--- config.mk ---
export PLATFORM = sky130hd
export DESIGN_NAME = cache_ctrl
export DESIGN_NICKNAME = d
export VERILOG_FILES = /design/src/rtl/cache_ctrl.sv
export SDC_FILE = /design/constraint.sdc
export NUM_CORES = 1
export LEC_CHECK = 0
export ABC_CLOCK_PERIOD_IN_PS = 4260
export CELL_PAD_IN_SITES_DETAIL_PLACEMENT = 1
export CELL_PAD_IN_SITES_GLOBAL_PLACEMENT = 1
export CORE_MARGIN = 2
export CORE_UTILIZATION = 45
export CTS_CLUSTER_DIAMETER = 40
export DETAILED_ROUTE_END_ITERATION = 10
export GPL_TIMING_DRIVEN = 1
export PLACE_DENSITY_LB_ADDON = 0.15
export SETUP_SLACK_MARGIN = 0.2
export SLEW_MARGIN = 20
export SYNTH_ARGS = -nofsm -noshare
export SYNTH_HDL_FRONTEND = slang
export SYNTH_SLANG_ARGS = --single-unit
--- constraint.sdc ---
create_clock -name clk -period 4.26 [get_ports clk]
set_input_delay 0.426 -clock clk [delete_from_list [all_inputs] [get_ports clk]]
set_output_delay 0.426 -clock clk [all_outputs]
set_load 0.01 [all_outputs]
--- src/rtl/cache_ctrl.sv ---
// 2-way, 4-set, one-word-per-block write-through cache controller between the MEM stage and main memory.
// Optional hit/miss statistics counters are built when CACHE_STATS_EN is defined.
module cache_ctrl #(
   parameter int unsigned ADDR_W   = 8,
   parameter int unsigned DATA_W   = 16,
   parameter int unsigned SET_BITS = 2
) (
   input  logic              clk,
   input  logic              rst,
   input  logic              cpu_req,
   input  logic              cpu_we,
   input  logic [ADDR_W-1:0] cpu_addr,
   input  logic [DATA_W-1:0] cpu_wdata,
   output logic [DATA_W-1:0] cpu_rdata,
   output logic              cpu_done,
   input  logic              flush,
   output logic              mem_req,
   output logic              mem_we,
   output logic [ADDR_W-1:0] mem_addr,
   output logic [DATA_W-1:0] mem_wdata,
   input  logic [DATA_W-1:0] mem_rdata,
`ifdef CACHE_STATS_EN
   output logic [15:0]       hit_cnt,
   output logic [15:0]       miss_cnt,
`endif
   input  logic              mem_ack
);

   localparam int unsigned SETS  = 1 << SET_BITS;
   localparam int unsigned TAG_W = ADDR_W - SET_BITS;

   typedef enum logic [2:0] {IDLE, LOOKUP, FILL, WRITE_MEM, FLUSH} state_t;

   state_t                          state;
   logic                            we_q;
   logic [ADDR_W-1:0]               addr_q;
   logic [DATA_W-1:0]               wdata_q;
   logic [SET_BITS-1:0]             fl_set;
   logic [SETS-1:0][1:0]            valid;
   logic [SETS-1:0]                 lru;
   logic [TAG_W-1:0]                tags  [SETS][2];
   logic [DATA_W-1:0]               blocks[SETS][2];

   logic [SET_BITS-1:0]             set;
   logic [TAG_W-1:0]                tag;
   logic                            hit0, hit1, hit, hit_way, victim;

   // Lookup of the latched request against both ways of its set
   always_comb begin
      set     = addr_q[SET_BITS-1:0];
      tag     = addr_q[ADDR_W-1:SET_BITS];
      hit0    = valid[set][0] && (tags[set][0] == tag);
      hit1    = valid[set][1] && (tags[set][1] == tag);
      hit     = hit0 || hit1;
      hit_way = hit1;
      // lru bit names the way to evict next once both ways hold data
      if (!valid[set][0])      victim = 1'b0;
      else if (!valid[set][1]) victim = 1'b1;
      else                     victim = lru[set];
   end

   always_ff @(posedge clk) begin
      if (rst) begin
         state     <= IDLE;
         cpu_done  <= 1'b0;
         cpu_rdata <= '0;
         mem_req   <= 1'b0;
         mem_we    <= 1'b0;
         mem_addr  <= '0;
         mem_wdata <= '0;
         we_q      <= 1'b0;
         addr_q    <= '0;
         wdata_q   <= '0;
         fl_set    <= '0;
         valid     <= '0;
         lru       <= '0;
`ifdef CACHE_STATS_EN
         hit_cnt   <= '0;
         miss_cnt  <= '0;
`endif
      end else begin
         cpu_done <= 1'b0;
         case (state)
            IDLE: begin
               if (flush) begin
                  fl_set <= '0;
                  state  <= FLUSH;
               end else if (cpu_req) begin
                  we_q    <= cpu_we;
                  addr_q  <= cpu_addr;
                  wdata_q <= cpu_wdata;
                  state   <= LOOKUP;
               end
            end
            LOOKUP: begin
`ifdef CACHE_STATS_EN
               if (hit && hit_cnt != 16'hFFFF)   hit_cnt  <= hit_cnt + 16'd1;
               if (!hit && miss_cnt != 16'hFFFF) miss_cnt <= miss_cnt + 16'd1;
`endif
               if (hit) lru[set] <= ~hit_way;
               if (hit && !we_q) begin
                  cpu_rdata <= blocks[set][hit_way];
                  cpu_done  <= 1'b1;
                  state     <= IDLE;
               end else if (we_q) begin
                  // write-through; misses do not allocate
                  if (hit) blocks[set][hit_way] <= wdata_q;
                  mem_req   <= 1'b1;
                  mem_we    <= 1'b1;
                  mem_addr  <= addr_q;
                  mem_wdata <= wdata_q;
                  state     <= WRITE_MEM;
               end else begin
                  mem_req  <= 1'b1;
                  mem_we   <= 1'b0;
                  mem_addr <= addr_q;
                  state    <= FILL;
               end
            end
            FILL: begin
               if (mem_ack) begin
                  blocks[set][victim] <= mem_rdata;
                  tags[set][victim]   <= tag;
                  valid[set][victim]  <= 1'b1;
                  lru[set]            <= ~victim;
                  cpu_rdata           <= mem_rdata;
                  cpu_done            <= 1'b1;
                  mem_req             <= 1'b0;
                  state               <= IDLE;
               end
            end
            WRITE_MEM: begin
               if (mem_ack) begin
                  mem_req  <= 1'b0;
                  mem_we   <= 1'b0;
                  cpu_done <= 1'b1;
                  state    <= IDLE;
               end
            end
            FLUSH: begin
               valid[fl_set] <= 2'b00;
               lru[fl_set]   <= 1'b0;
               fl_set        <= fl_set + 1'b1;
               if (fl_set == '1) state <= IDLE;
            end
            default: state <= IDLE;
         endcase
      end
   end

endmodule

## After elaboration in Yosys (flattened, before gate mapping)

Memories as Yosys holds them, arrays and structs flattened. A register that Yosys moved wholly into a read port is not among the register bits.
Index checks and enable logic that the tools add are counted.

- Flip-flop bits (word level): 85
- Logic and storage cells: 215
- Input port bits: 46
- Output and inout port bits: 43
- Memories kept: 2
- Memory bits (writable): 176

- Reductions and logical operators: 28
- Order comparisons: 10
- Eq/ne operators: 16
- Bitwise operators: 43
- Multiplexer cells: 99
- $add $sub $neg: 1

Memories:

| name | words | width | rd ports | clocked after Yosys merged registers in | write ports | line | text |
|---|---|---|---|---|---|---|---|
| blocks | 4 | 32 | 1 | 1 | 1 | 42 | `logic [DATA_W-1:0] blocks[SETS][2];` |
| tags | 4 | 12 | 1 | 1 | 1 | 41 | `logic [TAG_W-1:0] tags [SETS][2];` |

Operator list:

| operator | count |
|---|---|
| 16-bit two-way mux | 7 |
| 32-bit two-way mux | 2 |
| 1-bit two-way mux | 52 |
| 16-bit demux with 1-bit select | 2 |
| 1-bit bitwise OR | 32 |
| 16-bit one-hot mux with 2 select lines | 1 |
| 3-bit AND reduction | 7 |
| 2-bit two-way mux | 9 |
| 8-bit one-hot mux with 2 select lines | 1 |
| 2-bit != test (second input constant) | 7 |
| 6-bit == test | 2 |
| 12-bit two-way mux | 1 |
| 3-bit two-way mux | 4 |
| 3-bit one-hot mux with 4 select lines | 1 |
| 4-bit one-hot mux with 3 select lines | 1 |
| 2-bit nonzero test | 5 |
| 8-bit bitwise AND | 1 |
| 4-bit bitwise mux | 2 |
| 2-bit demux with 2-bit select | 2 |
| 1-bit logical AND | 8 |
| 4-bit two-way mux | 2 |
| 8-bit two-way mux | 1 |
| 8-bit inverter | 1 |
| 8-bit bitwise OR | 1 |
| 31 further kinds | 45 |

## Depth between registers and ports, before layout

Gate-level depths: netlist of the first run.

- Word-level depth: 13
- Mapped depth: 11
- Depth with buffers taken out: 7

## Least setup slack after synthesis of the first run

No wires, ideal clock.

- Kind: flip-flop to flip-flop
- Start: reg (tool-made name)
- End: mem blocks[1][0] (netlist name), enable pin
- Data required time: 3.872 ns
- Setup slack: 0.889 ns
- Period minus slack after synthesis: 3.371 ns
- Cell stages (with the launch flop): 10
- Path buffers: 3
- Data arrival time: 2.982 ns
- Library setup time: 0.388 ns
- Cell sequence: dfxtp_1 -> buf_6 -> mux4_1 -> xnor2_1 -> nand4_1 -> or4_1 -> buf_6 -> buf_6 -> o31a_1 -> nor2_1

RTL lines:

| item | line |
|---|---|
| to (decl) | 42 |

## Worst setup path after layout of the first run

- Start: reg addr_q[0]
- End: mem blocks[3][3] (netlist name), enable pin

- Cells in the longest elaborated chain, start to end: 11
- Elaborated cells between the ends (all ways): 30
- Those cells by class: order compare: 4; mux: 17; bitwise: 3; reduce/logical: 6

RTL lines:

| item | line | text |
|---|---|---|
| from (decl) | 36 | `logic [ADDR_W-1:0] addr_q;` |
| from (signal assigned) | 90 | `addr_q <= cpu_addr;` |
| 1-bit binary-select mux with 2-bit select / 2-bit binary-select mux with 2-bit select (equally long branches) | n/a |  |
| 1-bit two-way mux (not written as such) / 2-bit two-way mux (equally long branches) | 59, 53, 58 |  |
| 1-bit two-way mux, or another cell as far along | 58 | `else if (!valid[set][1]) victim = 1'b1;` |
| 1-bit two-way mux / 1-bit logical OR (equally long branches) | 57, 54 |  |
| 1-bit inverter with 2-bit output (not written as such) / 1-bit two-way mux (equally long branches) | 122, 107 |  |
| 2-bit greater-or-equal comparator (not written as such), or another cell as far along | 122 | `blocks[set][victim] <= mem_rdata;` |
| 1-bit logical AND (not written as such) / 1-bit two-way mux (equally long branches) | 122, 101 |  |
| 16-bit two-way mux (not written as such) / 1-bit two-way mux (equally long branches) | 122, 83 |  |
| 16-bit demux with 1-bit select / 1-bit two-way mux (equally long branches) | 122, 63 |  |
| 32-bit two-way mux (on tied branches) | 122, 107 |  |
| 1-bit bitwise OR (no line) | n/a |  |

Parallel ways exist; a longest one is shown, timed or not. The select of a mux whose other input is x is not followed.

==> reports/summary.txt, run 1 <==
DIE HEIGHT: 160.5 µm
Routed len/inst: 22.53 µm
Worst Skew: 0.02242 ns
WP data arrival: 3.59 ns
Number of vias per cell: 5.585
Setup crit start kind: register
Worst relative slew slack: 32.78%
DP HPWL: 19,650 µm
Post-synth top area share: 47.93%
Resized cells post-CTS: 0
DRC: 0
Switching part of the total: 25.39%
Cell accounting for the most synthesized area: edfxtp_1
Routed wire length: 28,770 µm
Post-CTS Setup Inserts: 0
Register area share after synthesis: 63.73%
CTS root buffer: clkbuf_16
Initial Util: 45.60%
Post-Syn Area per Cell: 13.41 µm²
Initial DRC count: 646
First-pass GRT wire length: 45,390 µm
Layout cells sized above 1: 16.89%
Clock Tree Buf Depth: 3
Synth cell count leaders: 176 x edfxtp_1, 144 x nand2_1, 87 x dfxtp_1
Netlist cell types: 51
Leakage: 4.858 nW
Area delta synth->final: 24.26%
Power share of the combinational group: 12.3%
Max-Cap Viols: 0
Largest net degree at the start of global routing: 67
Initial antenna violation count: 0
CP required: 4.46 ns
CP max FO: 21
Slew Viols, Final: 0
Internal Power: 5.465 mW
Netlist Area Pre-Place: 11,030 µm²
Synth area leaders: edfxtp_1 48%, dfxtp_1 16%, mux4_2 8.0%, nand2_1 4.9%, mux2i_1 4.4%
Setup crit end kind: register
Syn_nets: 872
H-Tree Depth: 2
Status: completed
Seq pwr share: 40.1%
Clock period minus worst slack: 3.391 ns
Design Power: 7.325 mW
Hold WS: 0.4003 ns
Gpl congestion: 0.8139
RSZ-0062 raised after global routing: false
Vias in the first global route: 7,543
Post-layout nets: 972
Setup Viol. Count Final: 0
P_sw: 1.860 mW
# rows: 57
Clock Sinks: 263
Hold Vio Cnt, Final: 0
Post-route clock period utilization: 79.60%
Final setup TNS: 0 ns
Cells after Synth: 822
Via count: 7,132
Pwr Density: 534.6 nW/µm²
Initial DRT Pass Iterations: 5
Most frequent cell after synthesis: edfxtp_1
Cts bufs inserted: 39
Chip width: 160.5 µm
Asr flop ratio synth: 0%
Area of the multi-input gates: 3765 µm²
Grt ovf: 0
Register Area: 7029 µm²
Total GRT Usage: 22.88%
Clock group share of total power: 47.6%
Ant diodes: 0
Hold Crit Class: input port to register
Fmax achieved: 0.2949 GHz
Clock Pin Slew Worst Setup and Hold Paths: 0.05 ns
Setup CP Type: register to register
Main synth FF type: edfxtp_1
Clk Latency, worst-skew pair: 0.52 ns
Worst-Margin Slew: 1.008 ns
Die Footprint: 25,770 µm²
CTS tree: done
Synthesis-stage register bit count: 263
Core Area: 24,180 µm²
Yosys Warn Count: 0
Hold Buf Count CTS: 0
# fillers: 2,339
I/O pin cnt: 89
IO Port Bufs: 88
Peak supply drop: 0.2992 mV
Post-synth EDFFs: 176
Post-route ant nets: 0
-- layer usage --
layer | share of wire (%) | GRT usage (%) | up-vias
met5 | 0 | 0 | -
met4 | 1.7 | 5.733 | 0
met3 | 6.8 | 4.907 | 45
met2 | 43 | 33.99 | 255
met1 | 48 | 34.48 | 3591
li1 | - | - | 3241
-- through the flow --
step                utilization, %  worst slack (ns)  cells  area [µm²]
detailed placement           50.67            0.9054   1205       12250
global placement             50.67             1.018   1205       12250
global route                 56.67            0.7073   1277       13700
floorplan                        -            0.8893    822       11030
finish                       56.67            0.8691   1277       13700
CTS                          56.65            0.8750   1277       13700
-- state kept, by name (all words and copies together), names as in the netlist, 2 cells and up, named ones only --
name	cells
addr_q	8
blocks	128
cpu_rdata	16
fl_set	2
mem_addr	8
mem_wdata	16
state	3
tags	48
valid	8
wdata_q	16
-- cell type report --
cell class | count | area share, %
clock buffers | 45 | 7.744
clock inverters | 27 | 2.813
inverters | 3 | 0.08219
multi-input cells | 505 | 27.48
flip-flops and latches | 263 | 51.31
well taps | 324 | 2.959
repair buffers | 110 | 7.616
-- worst max-delay path, stage by stage, from the launching register on --
cell	delay, ns
dfxtp_1	0.60
mux4_2	0.56
inv_1	0.13
o21ai_0	0.24
or3_1	0.82
o31a_1	0.31
nor2_1	0.14
buf_4	0.29
-- cell usage in the layout (no fill, tap or decap), types with 23 or more instances in the layout --
master,instances
nand2_1,144
nor2_1,55
mux2i_1,48
edfxtp_1,176
clkdlybuf4s50_1,87
a21oi_1,53
clkbuf_16,41
dfxtp_1,85
mux4_2,39
buf_4,23
nand2b_1,35
-- cell families after synthesis --
logic type | after synthesis | share of synthesized area, %
simple gates | 270 | 10.95
flops | 263 | 63.73
compound gates | 110 | 6.639
mux | 107 | 14.91
buf+inv | 54 | 2.202
xor+xnor | 14 | 1.112
fa+ha+maj | 4 | 0.4539
-- path summary, 6_finish.rpt --
path / startpoint / to / slack (ns) / depth (start not counted)
worst min-delay path: rst / fl_set[0] / 0.40 / 2
worst min register to register: mem_wdata[5] / mem_wdata[5] / 0.46 / 2
worst max register to register: addr_q[0] / blocks[3][3] / 0.87 / 7
worst max-delay path: addr_q[0] / blocks[3][3] / 0.87 / 7
-- power by group through the flow --
stage | registers [mW] | logic (mW) | clock network [mW]
final | 2.94 | 0.900 | 3.48
after global routing | 2.95 | 0.985 | 3.64
after CTS | 2.94 | 0.901 | 3.53
after detailed placement | 2.99 | 0.890 | 0
after global placement | 2.98 | 0.859 | 0
after floorplan | 2.96 | 0.596 | 0
Note: power is estimated with default switching activity, not from simulation.
==> run 2, diff against run 1 <==
ABC_CLOCK_PERIOD_IN_PS = 3500   (was 4260)
clock period = 3.5 ns   (was 4.26 ns; I/O delays follow)
==> reports/summary.txt, run 2 (synthesized netlist as in run 1, its figures left out) <==
Total GRT Usage: 22.42% (-0.46 points)
CP bufs+invs: 2 (unchanged)
Clock Pin Slew Worst Setup and Hold Paths: 0.06 ns (about the same)
DRC: 0 (unchanged)
CP required: 3.69 ns (-0.77 ns)
Status: completed
Peak supply drop: 0.3811 mV (+27%)
Setup Viol. Count Final: 0 (unchanged)
Post-route setup slack: 0.3096 ns (-0.5595 ns)
Core Area: 24,180 µm² (unchanged)
Worst-Margin Slew: 0.7453 ns (-0.2630 ns)
CTS tree: done
Setup WS pre-CTS: 0.1737 ns (-0.7318 ns)
Routed wire length: 27,990 µm (-2.7%)
CTS root buffer: clkbuf_16
Post-Route M1 WL: 13,630 µm (-1.3%)
Seq pwr share: 42.7% (+2.6 points)
Layout cells sized above 1: 17.54% (+0.64 points)
Setup CP Type: register to register
Die Footprint: 25,770 µm² (unchanged)
Internal Power: 6.212 mW (+14%)
Worst Skew: 0.02120 ns (-0.001219 ns)
Final setup TNS: 0 ns (unchanged)
Routed len/inst: 21.83 µm (-3.1%)
CP top delay family: simple AND/OR/NAND/NOR gates
H-Tree Depth: 2 (unchanged)
Power share of the combinational group: 13.1% (+0.8 points)
Register with the most flip-flops: blocks
# fillers: 2,339 (unchanged)
Clock period minus worst slack: 3.190 ns (-0.2005 ns)
Initial Util: 45.60% (unchanged)
WP data arrival: 3.38 ns (-0.21 ns)
Max Used Layer: met4
Max FFs per register: 128 (unchanged)
Chip width: 160.5 µm (unchanged)
Ant diodes: 0 (unchanged)
Post-CTS Setup Inserts: 0 (unchanged)
Grt ovf: 0 (unchanged)
I/O pin cnt: 89 (unchanged)
Register Area: 7034 µm² (about the same)
DIE HEIGHT: 160.5 µm (unchanged)
Area delta synth->final: 23.75%
Initial antenna violation count: 0 (unchanged)
Clk Latency, worst-skew pair: 0.52 ns (about the same)
Clock Tree Buf Depth: 3 (unchanged)
Largest net degree at the start of global routing: 60 (-10%)
Pwr Density: 615.1 nW/µm² (+15%)
Crit-path cells: mux4_2 > inv_1 > o21ai_0 > or3_1 > o31a_1 > nor2_1 > buf_4
Initial DRC count: 479 (-26%)
Number of vias per cell: 5.500 (-1.5%)
Max-Cap Viols: 0 (unchanged)
Post-layout nets: 979 (+0.72%)
Switching part of the total: 25.99% (+0.60 points)
Area of the multi-input gates: 3772 µm² (+0.20%)
Setup crit start kind: register
Clock group share of total power: 44.3% (-3.3 points)
Fmax achieved: 0.3134 GHz (+6.3%)
Leading cell type in the layout, fill and taps excluded: edfxtp_1
P_sw: 2.181 mW (+17%)
DP HPWL: 19,110 µm (-2.7%)
Leakage: 4.826 nW (-0.66%)
# rows: 57 (unchanged)
Slew Viols, Final: 0 (unchanged)
CP max FO: 16 (-24%)
Setup crit end kind: register
CP max stage delay: 0.63 ns (-0.19 ns)
Biggest regs: blocks (128), tags (48)
Most frequent cells in the layout: 176 x edfxtp_1, 143 x nand2_1, 87 x clkdlybuf4s50_1
Vias in the first global route: 7,474 (-0.91%)
Routed wl met2: 12,260 µm (-2.0%)
Slowest-stage cell, CP: dfxtp_1
Hold Crit Class: input port to register
RSZ-0062 raised after global routing: true
Metal3 WL: 1737 µm (-11%)
Via count: 7,051 (-1.1%)
Gpl congestion: 0.7972 (-2.1%)
Post-route clock period utilization: 91.16% (+12 points)
Post-route ant nets: 0 (unchanged)
IO Port Bufs: 88 (unchanged)
Initial DRT Pass Iterations: 4 (-1)
Worst relative slew slack: 50.19% (+17 points)
First-pass GRT wire length: 44,130 µm (-2.8%)
Cts bufs inserted: 37 (-5.1%)
Hold Vio Cnt, Final: 0 (unchanged)
Clock Sinks: 263 (unchanged)
[run 2: changes by cell type in the layout (fill, tap and decap cells not counted), sizes merged]
cell,delta
buf,+9
bufinv,-5
clkbuf,-2
clkinv,+2
inv,+1
[run 2: metal layers]
layer | vias up | track usage, %
met1 | 3547 | 33.45
met2 | 219 | 33.86
li1 | 3247 | -
met3 | 38 | 4.700
met4 | 0 | 5.364
met5 | - | 0
[run 2: power by group through the flow]
stage	registers (mW)	logic [mW]	clock network, mW
6_report	3.58	1.10	3.72
5_1_grt	3.60	1.19	3.92
4_1_cts	3.58	1.10	3.78
3_5_place_dp	3.64	1.09	0
3_3_place_gp	3.63	1.05	0
2_1_floorplan	3.60	0.725	0
[run 2: cell type report]
class,instances,area share [%]
inverter,3,0.08253
sequential,263,51.55
multi-input combinational,505,27.65
timing repair buffer,119,8.510
tap,324,2.971
clock inverter,25,1.742
clock buffer,43,7.492
[run 2: worst paths after layout]
kind / startpoint / end / slack (ns) / depth (start not counted)
hold reg to reg: mem_wdata[7] / mem_wdata[7] / 0.47 / 2
setup / recovery: addr_q[0] / blocks[2][4] / 0.31 / 7
hold / removal: cpu_wdata[11] / wdata_q[11] / 0.38 / 3
setup reg to reg: addr_q[0] / blocks[2][4] / 0.31 / 7
[run 2: tightest hold or removal path: cells and delay by family]
kind | cells | cell delay (ns)
AO/OA/AOI/OAI | 1 | 0.05
buffers and inverters | 1 | 0.40
AND/OR/NAND/NOR | 1 | 0.06
[run 2: repair_timing]
action	in CTS	in global routing
pin swaps	0	0
setup endpoints to repair	6	62
resized for setup	1	6
hold buffers	0	0
[run 2: per-stage QoR]
step	cells	power, mW	instance area, µm²	util [%]	hold WS, ns
after floorplan	822	4.327	11030	-	0.4520
after global placement	1214	4.678	12370	51.15	0.4455
after detailed placement	1214	4.731	12370	51.15	0.4518
after CTS	1282	8.464	13630	56.37	0.3675
after global routing	1282	8.710	13640	56.44	0.3914
final	1282	8.393	13640	56.44	0.3831
==> run 3, diff against run 2 <==
ABC_CLOCK_PERIOD_IN_PS = 3200   (was 3500)
clock period = 3.2 ns   (was 3.5 ns; I/O delays follow)
==> reports/summary.txt, run 3 (synthesized netlist as in run 1, its figures left out) <==
Status: completed
Initial DRC count: 711 (+48%)
Post-route ant nets: 0 (unchanged)
Setup Viol. Count Final: 0 (unchanged)
WP data arrival: 3.13 ns (-0.25 ns)
Leakage: 4.882 nW (+1.1%)
Crit-path cells: buf_4 > mux4_2 > xor2_1 > or4_4 > o31a_1 > nor2_2 > buf_12
Number of vias per cell: 5.590 (+1.6%)
I/O pin cnt: 89 (unchanged)
Die Footprint: 25,770 µm² (unchanged)
RSZ-0062 raised after global routing: false
# rows: 57 (unchanged)
CP top delay family: simple AND/OR/NAND/NOR gates
Most frequent cells in the layout: 176 x edfxtp_1, 144 x nand2_1, 87 x clkdlybuf4s50_1
Final setup TNS: 0 ns (unchanged)
Clock Tree Buf Depth: 3 (unchanged)
Peak supply drop: 0.3890 mV (+2.1%)
Worst-Margin Slew: 1.042 ns (+0.2971 ns)
DIE HEIGHT: 160.5 µm (unchanged)
Hold Vio Cnt, Final: 0 (unchanged)
Chip width: 160.5 µm (unchanged)
CTS tree: done
Setup crit end kind: register
Flop2flop setup slack: 0.28 ns (-0.03 ns)
Fmax achieved: 0.3420 GHz (+9.1%)
Total GRT Usage: 22.45% (+0.023 points)
Worst relative slew slack: 30.51% (-20 points)
IO Port Bufs: 88 (unchanged)
Pwr Density: 664.0 nW/µm² (+7.9%)
Initial Util: 45.60% (unchanged)
Setup WS pre-CTS: 0.1035 ns (-0.07021 ns)
Routed wire length: 28,570 µm (+2.1%)
H-Tree Depth: 2 (unchanged)
Clock period minus worst slack: 2.924 ns (-0.2667 ns)
Setup CP Type: register to register
Max-Cap Viols: 0 (unchanged)
Core Area: 24,180 µm² (unchanged)
CP bufs+invs: 2 (unchanged)
Post-route clock period utilization: 91.37% (+0.21 points)
First-pass GRT wire length: 44,560 µm (+0.99%)
Slowest-stage cell, CP: or4_4
Finished Core Util: 56.97% (+0.53 points)
Post-layout nets: 990 (+1.1%)
Gpl congestion: 0.8350 (+4.7%)
Register Area: 7032 µm² (about the same)
Register with the most flip-flops: blocks
Start point of the worst hold path: rst
CTS root buffer: clkbuf_16
Cts bufs inserted: 38 (+2.7%)
Ant diodes: 0 (unchanged)
Clock Sinks: 263 (unchanged)
Hold Crit Class: input port to register
Clk Latency, worst-skew pair: 0.52 ns (about the same)
DP HPWL: 19,580 µm (+2.5%)
Area of the multi-input gates: 3802 µm² (+0.80%)
R2R depth: 7 (unchanged)
DRC: 0 (unchanged)
CP max FO: 16 (unchanged)
Routed len/inst: 22.15 µm (+1.4%)
Leading cell type in the layout, fill and taps excluded: edfxtp_1
WHS Path Cells: 2 (-1)
CP required: 3.41 ns (-0.28 ns)
Clock Pin Slew Worst Setup and Hold Paths: 0.05 ns (about the same)
Initial antenna violation count: 0 (unchanged)
Hold Buf Count CTS: 0 (unchanged)
Max FFs per register: 128 (unchanged)
Largest net degree at the start of global routing: 109 (+82%)
Biggest regs: blocks (128), tags (48)
Grt ovf: 0 (unchanged)
Crit Reg-Reg Endpoint: blocks[3][0]
Post-route setup slack: 0.2763 ns (-0.03329 ns)
Initial DRT Pass Iterations: 5 (+1)
Setup crit start kind: register
Vias in the first global route: 7,539 (+0.87%)
Via count: 7,211 (+2.3%)
# fillers: 2,318 (-0.90%)
Worst Skew: 0.02828 ns (+0.007083 ns)
Slew Viols, Final: 0 (unchanged)
CP max stage delay: 0.58 ns (-0.05 ns)
Layout cells sized above 1: 18.32% (+0.79 points)
Area delta synth->final: 24.92%
[run 3: cell count changes in the layout (fill, tap and decap cells not counted), sizes merged]
cell / delta
buf: +10
clkinv: -4
bufinv: -1
inv: -5
clkbuf: +8
[run 3: layout make-up]
cell class                      count  share of cell area [%]
Timing Repair Buffer              129                   9.339
Inverter                            3                 0.08176
Clock buffer                       51                   8.012
Multi-Input combinational cell    505                   27.61
Clock inverter                     15                  0.9629
Tap cell                          324                   2.943
Sequential cell                   263                   51.05
[run 3: how the worst max path moves through the flow]
stage | start | to | cells after the start
2_1_floorplan | register | blocks[0][0] | 9
3_3_place_gp | register | blocks[2][27] | 8
3_5_place_dp | register | blocks[2][29] | 8
4_1_cts | register | blocks[3][4] | 7
5_1_grt | register | blocks[2][3] | 7
6_report | register | blocks[3][0] | 7
[run 3: per-stage QoR]
stage,cell area [µm²],hold slack [ns],instances,power [mW]
after floorplan,11040,0.4520,822,4.734
after global placement,12480,0.4512,1221,5.121
final,13770,0.04321,1290,9.145
after CTS,13720,0.03158,1287,9.184
after detailed placement,12480,0.4528,1221,5.180
after global routing,13770,0.03358,1290,9.465
[run 3: report_power, final]
part	switching (mW)	internal (mW)	total, mW
combinational	0.681	0.519	1.20
clock	1.50	2.51	4.01
sequential	0.158	3.78	3.94
total	2.33	6.81	9.15
[run 3: timing repair]
item | in CTS | in global routing
endpoints found under the hold margin | 0 | 0
cloned | 0 | 0
pin swaps | 0 | 1
buffers inserted | 0 | 3
resized for setup | 2 | 4
endpoints found under the setup margin | 129 | 153
[run 3: routing by layer]
metal	vias to the layer above	part of all wire, %	global-route usage, %	routed length [µm]
met5	-	0	0	0
met4	0	1.8	5.774	528
met3	42	6.4	4.365	1836
met2	247	44	33.23	12530
met1	3654	48	34.16	13680
li1	3268	-	-	-
